<file path="config.mk">
export PLATFORM = sky130hd
export DESIGN_NAME = hex_display_scan
export DESIGN_NICKNAME = d
export VERILOG_FILES = /design/src/rtl/hex_display_pkg.sv /design/src/rtl/hex_seg_encode.sv /design/src/rtl/hex_display_scan.sv
export SDC_FILE = /design/constraint.sdc
export NUM_CORES = 1
export LEC_CHECK = 0
export CORE_MARGIN = 1.5
export CORE_UTILIZATION = 25
export CTS_CLUSTER_DIAMETER = 100
export DETAILED_ROUTE_END_ITERATION = 10
export PLACE_DENSITY = 0.42
export RECOVER_POWER = 25
export SETUP_SLACK_MARGIN = 0.2
export SLEW_MARGIN = 5
export SYNTH_ARGS = -nofsm -noshare
export SYNTH_HDL_FRONTEND = slang
export SYNTH_HIERARCHICAL = 1
export SYNTH_SLANG_ARGS = --single-unit
</file>
<file path="constraint.sdc">
create_clock -name clk -period 3.49 [get_ports clk]
set_input_delay 0.698 -clock clk [delete_from_list [all_inputs] [get_ports clk]]
set_output_delay 0.698 -clock clk [all_outputs]
set_load 0.05 [all_outputs]
</file>
<file path="src/rtl/hex_display_pkg.sv">
// -----------------------------------------------------------------------------
// hex_display_pkg
//
// Shared definitions for the multiplexed seven-segment display driver:
//   - active-high segment patterns for the sixteen hex digits
//     (segments a..g map to bit0..bit6)
//   - SEG_OFF, the active-high "all segments dark" pattern
//   - disp_mode_e, the reason a digit is shown or suppressed this cycle
//   - cnt_width(), the register width needed to count 0..range-1 (min 1)
//   - hex_to_seg(), nibble to active-high segment pattern
// -----------------------------------------------------------------------------
package hex_display_pkg;

  localparam logic [6:0] SEG_0 = 7'h3F;
  localparam logic [6:0] SEG_1 = 7'h06;
  localparam logic [6:0] SEG_2 = 7'h5B;
  localparam logic [6:0] SEG_3 = 7'h4F;
  localparam logic [6:0] SEG_4 = 7'h66;
  localparam logic [6:0] SEG_5 = 7'h6D;
  localparam logic [6:0] SEG_6 = 7'h7D;
  localparam logic [6:0] SEG_7 = 7'h07;
  localparam logic [6:0] SEG_8 = 7'h7F;
  localparam logic [6:0] SEG_9 = 7'h6F;
  localparam logic [6:0] SEG_A = 7'h77;
  localparam logic [6:0] SEG_B = 7'h7C;  // lower-case b
  localparam logic [6:0] SEG_C = 7'h39;
  localparam logic [6:0] SEG_D = 7'h5E;  // lower-case d
  localparam logic [6:0] SEG_E = 7'h79;
  localparam logic [6:0] SEG_F = 7'h71;

  // Dark digit in active-high terms; the top applies output polarity.
  localparam logic [6:0] SEG_OFF = 7'h00;

  // Why the currently scanned digit is lit or dark.
  typedef enum logic [1:0] {
    DISP_SHOW      = 2'd0,
    DISP_LZ_BLANK  = 2'd1,
    DISP_BLINK_OFF = 2'd2
  } disp_mode_e;

  // Width of a counter that runs 0..range-1. A range of 1 still gets one bit
  // so that every counter is a real (if constant) register.
  function automatic int unsigned cnt_width(input int unsigned range);
    return (range > 1) ? $clog2(range) : 1;
  endfunction

  function automatic logic [6:0] hex_to_seg(input logic [3:0] nibble);
    logic [6:0] seg;
    unique case (nibble)
      4'h0: seg = SEG_0;
      4'h1: seg = SEG_1;
      4'h2: seg = SEG_2;
      4'h3: seg = SEG_3;
      4'h4: seg = SEG_4;
      4'h5: seg = SEG_5;
      4'h6: seg = SEG_6;
      4'h7: seg = SEG_7;
      4'h8: seg = SEG_8;
      4'h9: seg = SEG_9;
      4'hA: seg = SEG_A;
      4'hB: seg = SEG_B;
      4'hC: seg = SEG_C;
      4'hD: seg = SEG_D;
      4'hE: seg = SEG_E;
      default: seg = SEG_F;
    endcase
    return seg;
  endfunction

endpackage : hex_display_pkg

</file>
<file path="src/rtl/hex_seg_encode.sv">
// -----------------------------------------------------------------------------
// hex_seg_encode
//
// Purely combinational hex nibble to seven-segment decoder. The output is
// always active-high (lit = 1); blanking and pin polarity are handled by the
// caller so that a single decoder can serve every digit of a scanned bank.
//
// Ports
//   nibble_i  in   4  hex digit to decode
//   seg_o     out  7  segments a..g = bit0..bit6, active-high
// -----------------------------------------------------------------------------
module hex_seg_encode
  import hex_display_pkg::*;
(
  input  logic [3:0] nibble_i,
  output logic [6:0] seg_o
);

  always_comb begin
    seg_o = hex_to_seg(nibble_i);
  end

endmodule : hex_seg_encode

</file>
<file path="src/rtl/hex_display_scan.sv">
// -----------------------------------------------------------------------------
// hex_display_scan
//
// Time-multiplexed driver for N_DIGITS seven-segment digits on a shared
// segment bus. A multi-nibble value is captured atomically into a shadow
// register; one digit at a time is decoded from the shadow and driven out
// together with a one-hot digit enable. Supports leading-zero blanking, a
// whole-display blink and a once-per-frame tick.
//
// Parameters
//   N_DIGITS        number of digits / nibbles (>= 1)
//   SCAN_DIV        clock cycles each digit stays enabled (>= 1)
//   BLINK_FRAMES    full scan frames per blink half-period (>= 1)
//   SEG_ACTIVE_LOW  1 inverts seg at the pins (lit = 0)
//
// Ports
//   clk         in   1           rising-edge clock
//   resetn      in   1           asynchronous active-low reset
//   load        in   1           capture value into the shadow this edge
//   value       in   4*N_DIGITS  nibble i = value[4i+3:4i], digit 0 = LSN
//   lz_blank    in   1           enable leading-zero blanking
//   blink_en    in   1           enable blinking of all digits
//   seg         out  7           segments a..g = bit0..bit6, registered
//   dig_en      out  N_DIGITS    one-hot digit enable (active-high), registered
//   frame_tick  out  1           one-cycle pulse aligned with digit 0 re-enabling
// -----------------------------------------------------------------------------
module hex_display_scan
  import hex_display_pkg::*;
#(
  parameter int unsigned N_DIGITS       = 4,
  parameter int unsigned SCAN_DIV       = 50000,
  parameter int unsigned BLINK_FRAMES   = 250,
  parameter bit          SEG_ACTIVE_LOW = 1'b0
) (
  input  logic                  clk,
  input  logic                  resetn,
  input  logic                  load,
  input  logic [4*N_DIGITS-1:0] value,
  input  logic                  lz_blank,
  input  logic                  blink_en,
  output logic [6:0]            seg,
  output logic [N_DIGITS-1:0]   dig_en,
  output logic                  frame_tick
);

  localparam int unsigned DIV_W = cnt_width(SCAN_DIV);
  localparam int unsigned IDX_W = cnt_width(N_DIGITS);
  localparam int unsigned FRM_W = cnt_width(BLINK_FRAMES);

  localparam logic [DIV_W-1:0] DIV_LAST = DIV_W'(SCAN_DIV - 1);
  localparam logic [IDX_W-1:0] IDX_LAST = IDX_W'(N_DIGITS - 1);
  localparam logic [FRM_W-1:0] FRM_LAST = FRM_W'(BLINK_FRAMES - 1);

  // Dark pattern as it appears on the pins.
  localparam logic [6:0] SEG_OFF_PIN = SEG_ACTIVE_LOW ? ~SEG_OFF : SEG_OFF;

  // ---------------------------------------------------------------------------
  // State
  // ---------------------------------------------------------------------------
  logic [4*N_DIGITS-1:0] shadow_q, shadow_d;
  logic [DIV_W-1:0]      div_q,    div_d;
  logic [IDX_W-1:0]      idx_q,    idx_d;
  logic [FRM_W-1:0]      frm_q,    frm_d;
  logic                  phase_q,  phase_d;   // 1 = visible half of blink
  logic                  wrap_q;              // idx wrapped to 0 on the last edge
  logic [6:0]            seg_q,    seg_d;
  logic [N_DIGITS-1:0]   dig_en_q, dig_en_d;
  logic                  frame_tick_q;

  // ---------------------------------------------------------------------------
  // Scan timing: divider -> digit index -> frame count -> blink phase
  // ---------------------------------------------------------------------------
  logic div_wrap;
  logic frame_wrap;

  assign div_wrap   = (div_q == DIV_LAST);
  assign frame_wrap = div_wrap && (idx_q == IDX_LAST);

  // NOTE: every signal driven from always_comb gets a default on entry so no
  // path leaves it unassigned; otherwise synthesis infers a latch.
  always_comb begin
    shadow_d = shadow_q;
    div_d    = div_q;
    idx_d    = idx_q;
    frm_d    = frm_q;
    phase_d  = phase_q;

    if (load) begin
      shadow_d = value;
    end

    div_d = div_wrap ? '0 : div_q + 1'b1;

    if (div_wrap) begin
      idx_d = (idx_q == IDX_LAST) ? '0 : idx_q + 1'b1;
    end

    // The blink phase free-runs so enabling blink_en lands mid-period rather
    // than restarting the blink.
    if (frame_wrap) begin
      if (frm_q == FRM_LAST) begin
        frm_d   = '0;
        phase_d = ~phase_q;
      end else begin
        frm_d   = frm_q + 1'b1;
      end
    end
  end

  // ---------------------------------------------------------------------------
  // Digit select and leading-zero detection on the shadow register
  // ---------------------------------------------------------------------------
  logic [N_DIGITS-1:0] zero_from;  // bit i: nibbles i..N_DIGITS-1 are all zero
  logic [3:0]          cur_nibble;
  logic                cur_lz;     // current digit qualifies for lz blanking
  logic                run_zero;

  always_comb begin
    zero_from = '0;
    run_zero  = 1'b1;
    for (int i = N_DIGITS - 1; i >= 0; i--) begin
      run_zero     = run_zero && (shadow_q[4*i +: 4] == 4'h0);
      zero_from[i] = run_zero;
    end
  end

  always_comb begin
    cur_nibble = 4'h0;
    cur_lz     = 1'b0;
    dig_en_d   = '0;
    for (int i = 0; i < N_DIGITS; i++) begin
      if (idx_q == IDX_W'(i)) begin
        cur_nibble  = shadow_q[4*i +: 4];
        // Digit 0 always shows, so an all-zero value still reads "0".
        cur_lz      = (i != 0) && zero_from[i];
        dig_en_d[i] = 1'b1;
      end
    end
  end

  // ---------------------------------------------------------------------------
  // Decode, suppression and output polarity
  // ---------------------------------------------------------------------------
  logic [6:0] dec_seg;
  logic [6:0] seg_lit;
  disp_mode_e disp_mode;

  hex_seg_encode u_encode (
    .nibble_i (cur_nibble),
    .seg_o    (dec_seg)
  );

  always_comb begin
    disp_mode = DISP_SHOW;
    if (lz_blank && cur_lz) begin
      disp_mode = DISP_LZ_BLANK;
    end else if (blink_en && !phase_q) begin
      disp_mode = DISP_BLINK_OFF;
    end

    seg_lit = (disp_mode == DISP_SHOW) ? dec_seg : SEG_OFF;
    seg_d   = SEG_ACTIVE_LOW ? ~seg_lit : seg_lit;
  end

  // ---------------------------------------------------------------------------
  // Registers
  // ---------------------------------------------------------------------------
  // NOTE: sequential state uses non-blocking assignments so every register
  // samples pre-edge values regardless of statement order.
  // NOTE: the shadow is a plain register bank, not a memory, so it is reset
  // like any other flop; a freshly reset display reads "0" rather than noise.
  always_ff @(posedge clk or negedge resetn) begin
    if (!resetn) begin
      shadow_q     <= '0;
      div_q        <= '0;
      idx_q        <= '0;
      frm_q        <= '0;
      phase_q      <= 1'b1;
      wrap_q       <= 1'b0;
      seg_q        <= SEG_OFF_PIN;
      dig_en_q     <= '0;
      frame_tick_q <= 1'b0;
    end else begin
      shadow_q     <= shadow_d;
      div_q        <= div_d;
      idx_q        <= idx_d;
      frm_q        <= frm_d;
      phase_q      <= phase_d;
      wrap_q       <= frame_wrap;
      seg_q        <= seg_d;
      dig_en_q     <= dig_en_d;
      // Delayed one extra edge so the pulse coincides with dig_en showing
      // digit 0 again, not with the internal index wrap.
      frame_tick_q <= wrap_q;
    end
  end

  assign seg        = seg_q;
  assign dig_en     = dig_en_q;
  assign frame_tick = frame_tick_q;

endmodule : hex_display_scan

</file>
==> Word-level counts from Yosys, hierarchy flattened <==
Memories as Yosys holds them, arrays and structs flattened.
Index checks and enable logic that the tools add are counted.
Widths: inputs -> output; s select.
{ "totals": {"ff_bits": 56, "romBits": 112, "in_bits": 21, "out_inout_bits": 12, "wordCells": 48, "n_memories": 1} }
{ "op_classes": {"n_addsub": 3, "eq_ne": 5, "mux": 17, "bitwise": 1, "n_reduce_logical": 12} }
{ "memory_table": {"columns": ["memory", "words", "width", "read_ports", "rd_clocked_by_memory_dff", "write_ports", "line", "rtl"], "rows": [
  ["(name not given)", 16, 7, 1, 0, 0, "hex_display_pkg.sv:49", "unique case (nibble)"]
]} }
{ "op_table": {"columns": ["cell", "n"], "rows": [
  ["$add 16x1->16 const B", 1],
  ["$eq 16x16->1 const B", 1],
  ["$mux 16", 1],
  ["$mux 4", 4],
  ["$logic_not 4->1", 3],
  ["$add 8x1->8 const B", 1],
  ["$eq 8x8->1 const B", 1],
  ["$mux 8", 1],
  ["$mux 1", 7],
  ["$mux 7", 1],
  ["$mux 2", 3],
  ["$logic_and 1x1->1", 5],
  ["$eq 2x2->1 const B", 2],
  ["$logic_not 2->1", 2],
  ["$add 2x1->2 const B", 1],
  ["$eq 2x1->1 const B", 1],
  ["$reduce_and 2->1", 1],
  ["$logic_not 1->1", 1],
  ["$not 1->1", 1]
]} }

==> Logic depth before layout (Yosys ltp) <==
Gate-level depths: netlist of the first run.
{ "logic_depth": {"ltp_word": 10, "ltp_mapped": 11, "mapped_depth_nobuf": 11} }

==> Hierarchy <==
The synthesis of the first run kept the hierarchy.
{ "by_module_without_submodules": {"columns": ["mod", "n_inst", "cells_each", "area_per_inst_um2", "seq_area_each_um2"], "rows": [
  ["hex_display_scan", 1, 225, 2532.4, 1402.6],
  ["hex_seg_encode", 1, 33, 290.3, 0.0]
]} }

==> Worst setup path after synthesis of the first run <==
OpenSTA, ideal clock, no wires.
{ "synth_timing": {"path_kind": "reg2reg", "from": "reg idx_q[0]", "to": "reg seg_q[3] (netlist: seg[3])", "setup_time_ns": 0.135, "t_arrival_ns": 2.402, "t_required_ns": 3.355, "path_slack_ns": 0.953, "stages_incl_launch_ff": 10, "n_path_buf": 0, "period_less_slack_ns": 2.537, "cell_sequence": "dfrtp_1 -> ha_1 -> nor2b_1 -> a221oi_1 -> o31ai_1 -> inv_1 -> ha_1 -> mux4_1 -> nand2_1 -> nor2_1"} }
{ "synth_between": {"elab_cells_between_ends": 16, "cone_classes": "eq/ne (3); mux (9); reduce/logical (3); memory (1)"} }
{ "synth_rtl": {"columns": ["element", "line", "rtl"], "rows": [
  ["start, declared", "hex_display_scan.sv:62", "logic [IDX_W-1:0] idx_q, idx_d;"],
  ["start signal, assigned", "hex_display_scan.sv:186", "idx_q <= idx_d;"],
  ["$logic_not 2->1", "hex_display_scan.sv:132", "if (idx_q == IDX_W'(i)) begin"],
  ["$mux 4 (3 in series)", "hex_display_scan.sv:132", null],
  ["$mux 4 *", "hex_display_scan.sv:132", null],
  ["net cur_nibble[1]", "hex_display_scan.sv:114", "logic [3:0] cur_nibble;"],
  ["$mem_v2 16x7 *", null, null],
  ["net dec_seg[3]", "hex_display_scan.sv:144", "logic [6:0] dec_seg;"],
  ["$mux 7 *", "hex_display_scan.sv:161", "seg_lit = (disp_mode == DISP_SHOW) ? dec_seg : SEG_OFF;"],
  ["net seg_d[3]", "hex_display_scan.sv:66", "logic [6:0] seg_q, seg_d;"],
  ["end signal, assigned", "hex_display_scan.sv:190", "seg_q <= seg_d;"],
  ["end, declared", "hex_display_scan.sv:66", null]
]} }
The timed path passes the listed nets; every way through them passes the cells marked *.
A chain may end at the register's enable or synchronous reset.

==> Worst setup path in the final report of the first run <==
Same ends and word-level chain as after synthesis.

==> impl_metrics.py, run 1 <==
metrics = {
    "status": {
        "outcome": "completed",
    },
    "synth": {
        "netlist_area_um2": 2820,
        "synth_fp_nets": 293,
        "syn_avg_cell_area_um2": 10.9,
        "postSynth.asyncResetShare_pct": 100,
        "synth_area_leader_cell": "dfrtp_1",
        "synth_top_area_share_pct": 48.8,
        "synth.distinct_cells": 46,
        "synth_edf_count": 0,
        "ys_seq_area_share_pct": 49.7,
        "synth.most_common_cell": "dfrtp_1",
        "synth_common_cells": "dfrtp_1 (55), nand2_1 (28), mux2_2 (21)",
        "synth-seq-cells": 56,
        "synth_cells": 258,
        "synth.yosys.warnings": 6,
        "synthTopCellsByArea": "dfrtp_1 (49%), mux2_2 (8.4%), ha_1 (6.2%), nand2_1 (3.7%), nor2_1 (2.5%)",
        "ys.flop_type": "dfrtp_1",
    },
    "sta": {
        "maxSlewViolCount": 0,
        "final.setup.tns_ns": 0,
        "max_freq_ghz": 0.340,
        "post-route-min-period_ns": 2.94,
        "hold_violations": 0,
        "fin_skew_ns": 0.00548,
        "tightest_slew_ns": 1.12,
        "finalSetupViolCount": 0,
        "min_period_over_period_pct": 84.3,
        "max_slew_margin_pct": 25.4,
        "rsz0062_at_grt": "no",
    },
    "clock_tree": {
        "ctsResizeCount": 0,
        "clock_path_buffers": 2,
        "cts_tree": "built",
        "cts_root_buf": "clkbuf_16",
        "cts_setup_buffers": 0,
        "h-tree-depth": 2,
        "cts_hold_buf": 0,
        "clock_latency_ns": 0.29,
        "clock_sinks": 56,
        "numCtsBuffers": 5,
        "clk_pin_slew_ns": 0.07,
    },
    "pwr": {
        "p_int_w": 0.00107,
        "ir_worst_vdd_mv": 0.206,
        "switching_share_pct": 25.0,
        "pwr-share-clk_pct": 37.9,
        "seqPwrFrac_pct": 48.7,
        "power_switching_w": 0.000357,
        "p_leak_nw": 1.48,
        "power_density_nw_per_um2": 413,
        "p_comb_share_pct": 13.4,
    },
    "setup_path": {
        "crit_fanout": 5,
        "crit_arrival_ns": 3.10,
        "r2r_cells": 10,
        "cp.required_ns": 3.65,
        "critPathLaunchType": "flip-flop",
        "crit_path_end_kind": "flip-flop",
        "worstSetupPathType": "reg -> reg",
    },
    "placed_design": {
        "place_area_um2": 3320,
        "place.gp.congestion": 0.754,
        "dpl.hpwl_um": 4220,
        "dpl.cell_count": 428,
        "port_buffers": 32,
    },
    "routing": {
        "antenna_left": 0,
        "wire_per_inst_um": 13.6,
        "finalWirelength_um": 5950,
        "first_iter_violations": 72,
        "drc": 0,
        "first_pass_iters": 4,
        "drt-vias-per-instance": 4.51,
        "vias": 1968,
    },
    "die": {
        "placementRows": 38,
        "io_pins": 33,
        "die-area_um2": 11900,
        "start_util_pct": 25.8,
        "coreArea_um2": 10900,
        "fp.dieW_um": 109,
        "die_h_um": 109,
    },
    "cells_and_area": {
        "n_antenna_cell": 0,
        "final_area_um2": 3460,
        "area_growth_pct": 22.7,
        "fin_nets": 330,
        "drive_above_1_share_pct": 13.9,
        "layoutNonFillerInstCount": 436,
    },
    "worst_hold_path": {
        "hold_class": "reg -> reg",
        "hold_depth": 0,
    },
    "grt": {
        "gr-total-overflow": 0,
        "grt_pass1_vias": 1949,
        "grt_start_max_net_pins": 38,
        "grt_antenna_before_repair": 0,
        "track_usage_pct": 10.6,
        "grt_pass1_wl_um": 9690,
    },
    "job": {
        "max_cap_viol_count": 0,
    },
}
[sequential cells by signal (all words and copies together), names as in the netlist]
register    count
div_q          16
shadow_q       16
frm_q           8
seg             7
dig_en          4
idx_q           2
frame_tick      1
phase_q         1
wrap_q          1
[area by class of cell]
class                           count  area [µm²]
Fill cell                        1154        7470
Sequential cell                    56        1400
Multi-Input combinational cell    183        1340
Timing Repair Buffer               38         353
Tap cell                          140         175
Clock buffer                        8         156
Inverter                           11        41.3
[worst max-delay path, stage by stage (launching register included)]
cell      delay [ns]
dfrtp_1         0.42
inv_1           0.11
ha_1            0.21
nor2b_1         0.23
a221oi_1        0.11
o31ai_1         0.58
inv_1           0.22
ha_1            0.34
mux4_1          0.48
nand2_1         0.07
nor2_1          0.04
[layout by cell type, fill, tap and decap left out, types with 2 or more instances in the layout]
| cell type | instances |
|---|---|
| buf_4 | 4 |
| o31ai_1 | 5 |
| nand3_1 | 10 |
| nand4b_1 | 2 |
| nor2b_1 | 6 |
| clkdlybuf4s50_1 | 31 |
| nand3b_1 | 2 |
| a21oi_1 | 9 |
| o21ai_0 | 6 |
| clkbuf_1 | 3 |
| and4_1 | 3 |
| and3_1 | 3 |
| nor3_1 | 4 |
| nand2_1 | 28 |
| dfrtp_1 | 55 |
| clkbuf_8 | 2 |
| nand2b_1 | 4 |
| a221oi_1 | 3 |
| mux2_2 | 21 |
| nor4_1 | 3 |
| ha_1 | 14 |
| nor2_1 | 19 |
| mux2i_1 | 6 |
| xnor2_1 | 3 |
| inv_1 | 11 |
| xor2_1 | 7 |
| or4_1 | 2 |
| nand4_1 | 4 |
| clkbuf_16 | 5 |
[power groups by stage]
stage	Sequential [W]	Combinational (W)	Clock (W)
2_1_floorplan	0.000736	0.0000873	0
3_3_place_gp	0.000710	0.000194	0
3_5_place_dp	0.000708	0.000195	0
4_1_cts	0.000696	0.000195	0.000559
5_1_grt	0.000699	0.000210	0.000581
6_report	0.000696	0.000192	0.000542
[layer usage]
layer  share of wire [%]  wire (µm)  GRT usage (%)  vias to the layer above
li1                    -          -              -                      982
met1                  50       2970           14.5                      955
met2                  46       2750           16.6                       26
met3                 2.7        160           1.91                        5
met4                 1.3         78           3.90                        0
met5                   0          0              0                        -
[path summary, 6_finish.rpt]
kind	from	to	slack (ns)
setup / recovery	idx_q[0]	seg[3]	0.55
hold / removal	wrap_q	frame_tick	0.36
setup reg to reg	idx_q[0]	seg[3]	0.55
hold reg to reg	wrap_q	frame_tick	0.36
max in group asynchronous	resetn	dig_en[3]	1.39
min in group asynchronous	resetn	shadow_q[3]	0.60
[per-stage QoR]
step / setup WS (ns) / utilization, % / hold WS (ns) / power, W
final: 0.547 / 31.7 / 0.359 / 0.00143
after global routing: 0.231 / 31.7 / 0.374 / 0.00149
after CTS: 0.552 / 31.8 / 0.359 / 0.00145
after detailed placement: 0.576 / 30.3 / 0.342 / 0.000903
after global placement: 0.751 / 30.3 / 0.334 / 0.000904
after floorplan: 0.953 / - / 0.331 / 0.000824
[cell families (layout without fill, tap and decap cells)]
group	count (synthesis)	count (layout)	synth area share [%]
xor gates and xnor gates	10	10	3.10
and+or+nand+nor	98	98	18.4
muxes	29	29	12.0
DFF	56	56	49.7
adders and majority gates	14	14	6.21
AOI/OAI and AO/OA	32	32	7.49
buffers and inverters	19	57	3.19
No activity file was read; power rests on OpenSTA's default activity.
==> inputs of run 2 (changes only) <==
Clock period 3.49 ns to 2.8 ns, I/O delays scaled along.
==> run 2 against run 1 <==
Compared with the run above: worst hold slack got worse by 0.0076 ns; cell area rose by 4.9%; first-iteration DRC count down 38%; sequential power increased by 25%; combinational power rose by 37%; clock-buffer cell count is 3 lower.
==> impl_metrics.py, run 2 (synthesis results as in run 1) <==
metrics = {
    "sta": {
        "tightest_slew_ns": 1.45,
        "finalSetupViolCount": 0,
        "fin_skew_ns": 0.00673,
        "maxSlewViolCount": 0,
        "max_freq_ghz": 0.403,
        "max_slew_margin_pct": 3.01,
        "post-route-min-period_ns": 2.48,
        "hold_violations": 0,
        "rsz0062_at_grt": "no",
        "final.setup.tns_ns": 0,
        "min_period_over_period_pct": 88.6,
    },
    "clock_tree": {
        "clock_latency_ns": 0.30,
        "cts_root_buf": "clkbuf_16",
        "clock_path_buffers": 2,
        "clk_pin_slew_ns": 0.08,
        "h-tree-depth": 2,
        "clock_sinks": 56,
        "numCtsBuffers": 5,
        "cts_tree": "built",
    },
    "grt": {
        "gr-total-overflow": 0,
        "grt_start_max_net_pins": 32,
        "grt_pass1_vias": 1977,
        "grt_antenna_before_repair": 0,
        "track_usage_pct": 11.0,
        "grt_pass1_wl_um": 10000,
    },
    "placed_design": {
        "dpl.cell_count": 431,
        "port_buffers": 32,
        "place_area_um2": 3360,
        "dpl.hpwl_um": 4260,
        "place.gp.congestion": 0.749,
    },
    "setup_path": {
        "worstSetupPathType": "reg -> reg",
        "crit_family": "adder cells",
        "slowest_delay_ns": 0.49,
        "cp.required_ns": 2.97,
        "critPathLaunchType": "flip-flop",
        "crit_arrival_ns": 2.65,
        "path_common_cell": "inv_1",
        "path_buf_inv": 4,
        "crit_fanout": 10,
        "cp_slowest_cell": "mux4_1",
        "crit_path_end_kind": "flip-flop",
        "crit_chain": "inv_1 > ha_1 > nor2b_1 > o31ai_2 > inv_1 > buf_4 > ha_1 > inv_1 > mux4_1 > nand2_1 > nor2_1",
    },
    "cells_and_area": {
        "fin_nets": 339,
        "area_growth_pct": 28.7,
        "reg_top3": "div_q (16), shadow_q (16), frm_q (8)",
        "n_antenna_cell": 0,
        "mostFrequentLayoutCells": "dfrtp_1 (55), clkdlybuf4s50_1 (31), nand2_1 (28), mux2_2 (21), nor2_1 (19)",
        "layoutNonFillerInstCount": 445,
        "fin_util_pct": 33.2,
        "fill_cells": 1145,
        "layout_commonest_cell": "dfrtp_1",
        "drive_above_1_share_pct": 20.3,
        "final_area_um2": 3630,
    },
    "routing": {
        "first_pass_iters": 4,
        "drt-vias-per-instance": 4.44,
        "first_iter_violations": 45,
        "drc": 0,
        "finalWirelength_um": 6030,
        "antenna_left": 0,
        "vias": 1978,
        "wire_per_inst_um": 13.6,
    },
    "pwr": {
        "ir_worst_vdd_mv": 0.237,
        "p_leak_nw": 1.55,
        "power_density_nw_per_um2": 511,
    },
    "status": {
        "outcome": "completed",
    },
    "worst_hold_path": {
        "hold_class": "reg -> reg",
    },
    "die": {
        "start_util_pct": 25.8,
        "placementRows": 38,
        "io_pins": 33,
        "coreArea_um2": 10900,
        "fp.dieW_um": 109,
        "die-area_um2": 11900,
        "die_h_um": 109,
    },
    "job": {
        "max_cap_viol_count": 0,
    },
}
==> run 2: timing repair <==
item / in CTS / in global routing
hold buffers: 0 / 0
gates resized for setup: 2 / 14
buffers inserted: 0 / 6
endpoints found under the setup margin: 1 / 4
pin swaps: 1 / 2
==> run 2: power breakdown <==
group	switching, W	internal [W]	leakage [nW]
clock network	0.000304	0.000421	0.0798
logic	0.000134	0.000130	0.761
registers	0.0000253	0.000843	0.712
total	0.000463	0.00139	1.55
==> run 2: worst reg2reg max path, cell delays in order (launching register included) <==
cell and delay (ns):
dfrtp_1 0.42, inv_1 0.15, ha_1 0.38, nor2b_1 0.23, o31ai_2 0.09, inv_1 0.17, buf_4 0.14, ha_1 0.13
inv_1 0.04, mux4_1 0.49, nand2_1 0.07, nor2_1 0.04
==> run 2: worst paths after layout <==
kind                               start            to  slack (ns)  depth (start not counted)
worst max-delay path            idx_q[0]        seg[3]        0.32                         11
worst min-delay path              wrap_q    frame_tick        0.35                          0
worst max register to register  idx_q[0]        seg[3]        0.32                         11
worst min register to register    wrap_q    frame_tick        0.35                          0
max in group asynchronous         resetn     div_q[13]        0.72                          2
min in group asynchronous         resetn  shadow_q[15]        0.60                          1
==> run 2: layout make-up <==
| cell class | count | area, µm² | share of cell area, % |
|---|---|---|---|
| flip-flops and latches | 56 | 1400 | 38.6 |
| well taps | 140 | 175 | 4.82 |
| clock buffers | 5 | 125 | 3.44 |
| multi-input cells | 183 | 1410 | 38.7 |
| inverters | 11 | 41.3 | 1.14 |
| clock inverters | 3 | 42.5 | 1.17 |
| repair buffers | 47 | 440 | 12.1 |
==> run 2: through the flow <==
step / setup slack [ns] / power (W) / hold WS, ns
floorplan: 0.263 / 0.00103 / 0.264
global placement: 0.222 / 0.00114 / 0.332
detailed placement: 0.0911 / 0.00114 / 0.335
CTS: 0.200 / 0.00189 / 0.299
global route: 0.0956 / 0.00195 / 0.373
finish: 0.319 / 0.00186 / 0.351
==> run 2: layer usage <==
metal  wire, µm  global-route usage [%]  part of all wire (%)  up-vias
li1           -                       -                     -     1003
met1       3040                    15.3                    50      948
met2       2740                    16.4                    45       23
met3        162                    2.39                   2.7        4
met4         87                    4.45                   1.4        0
met5          0                       0                     0        -
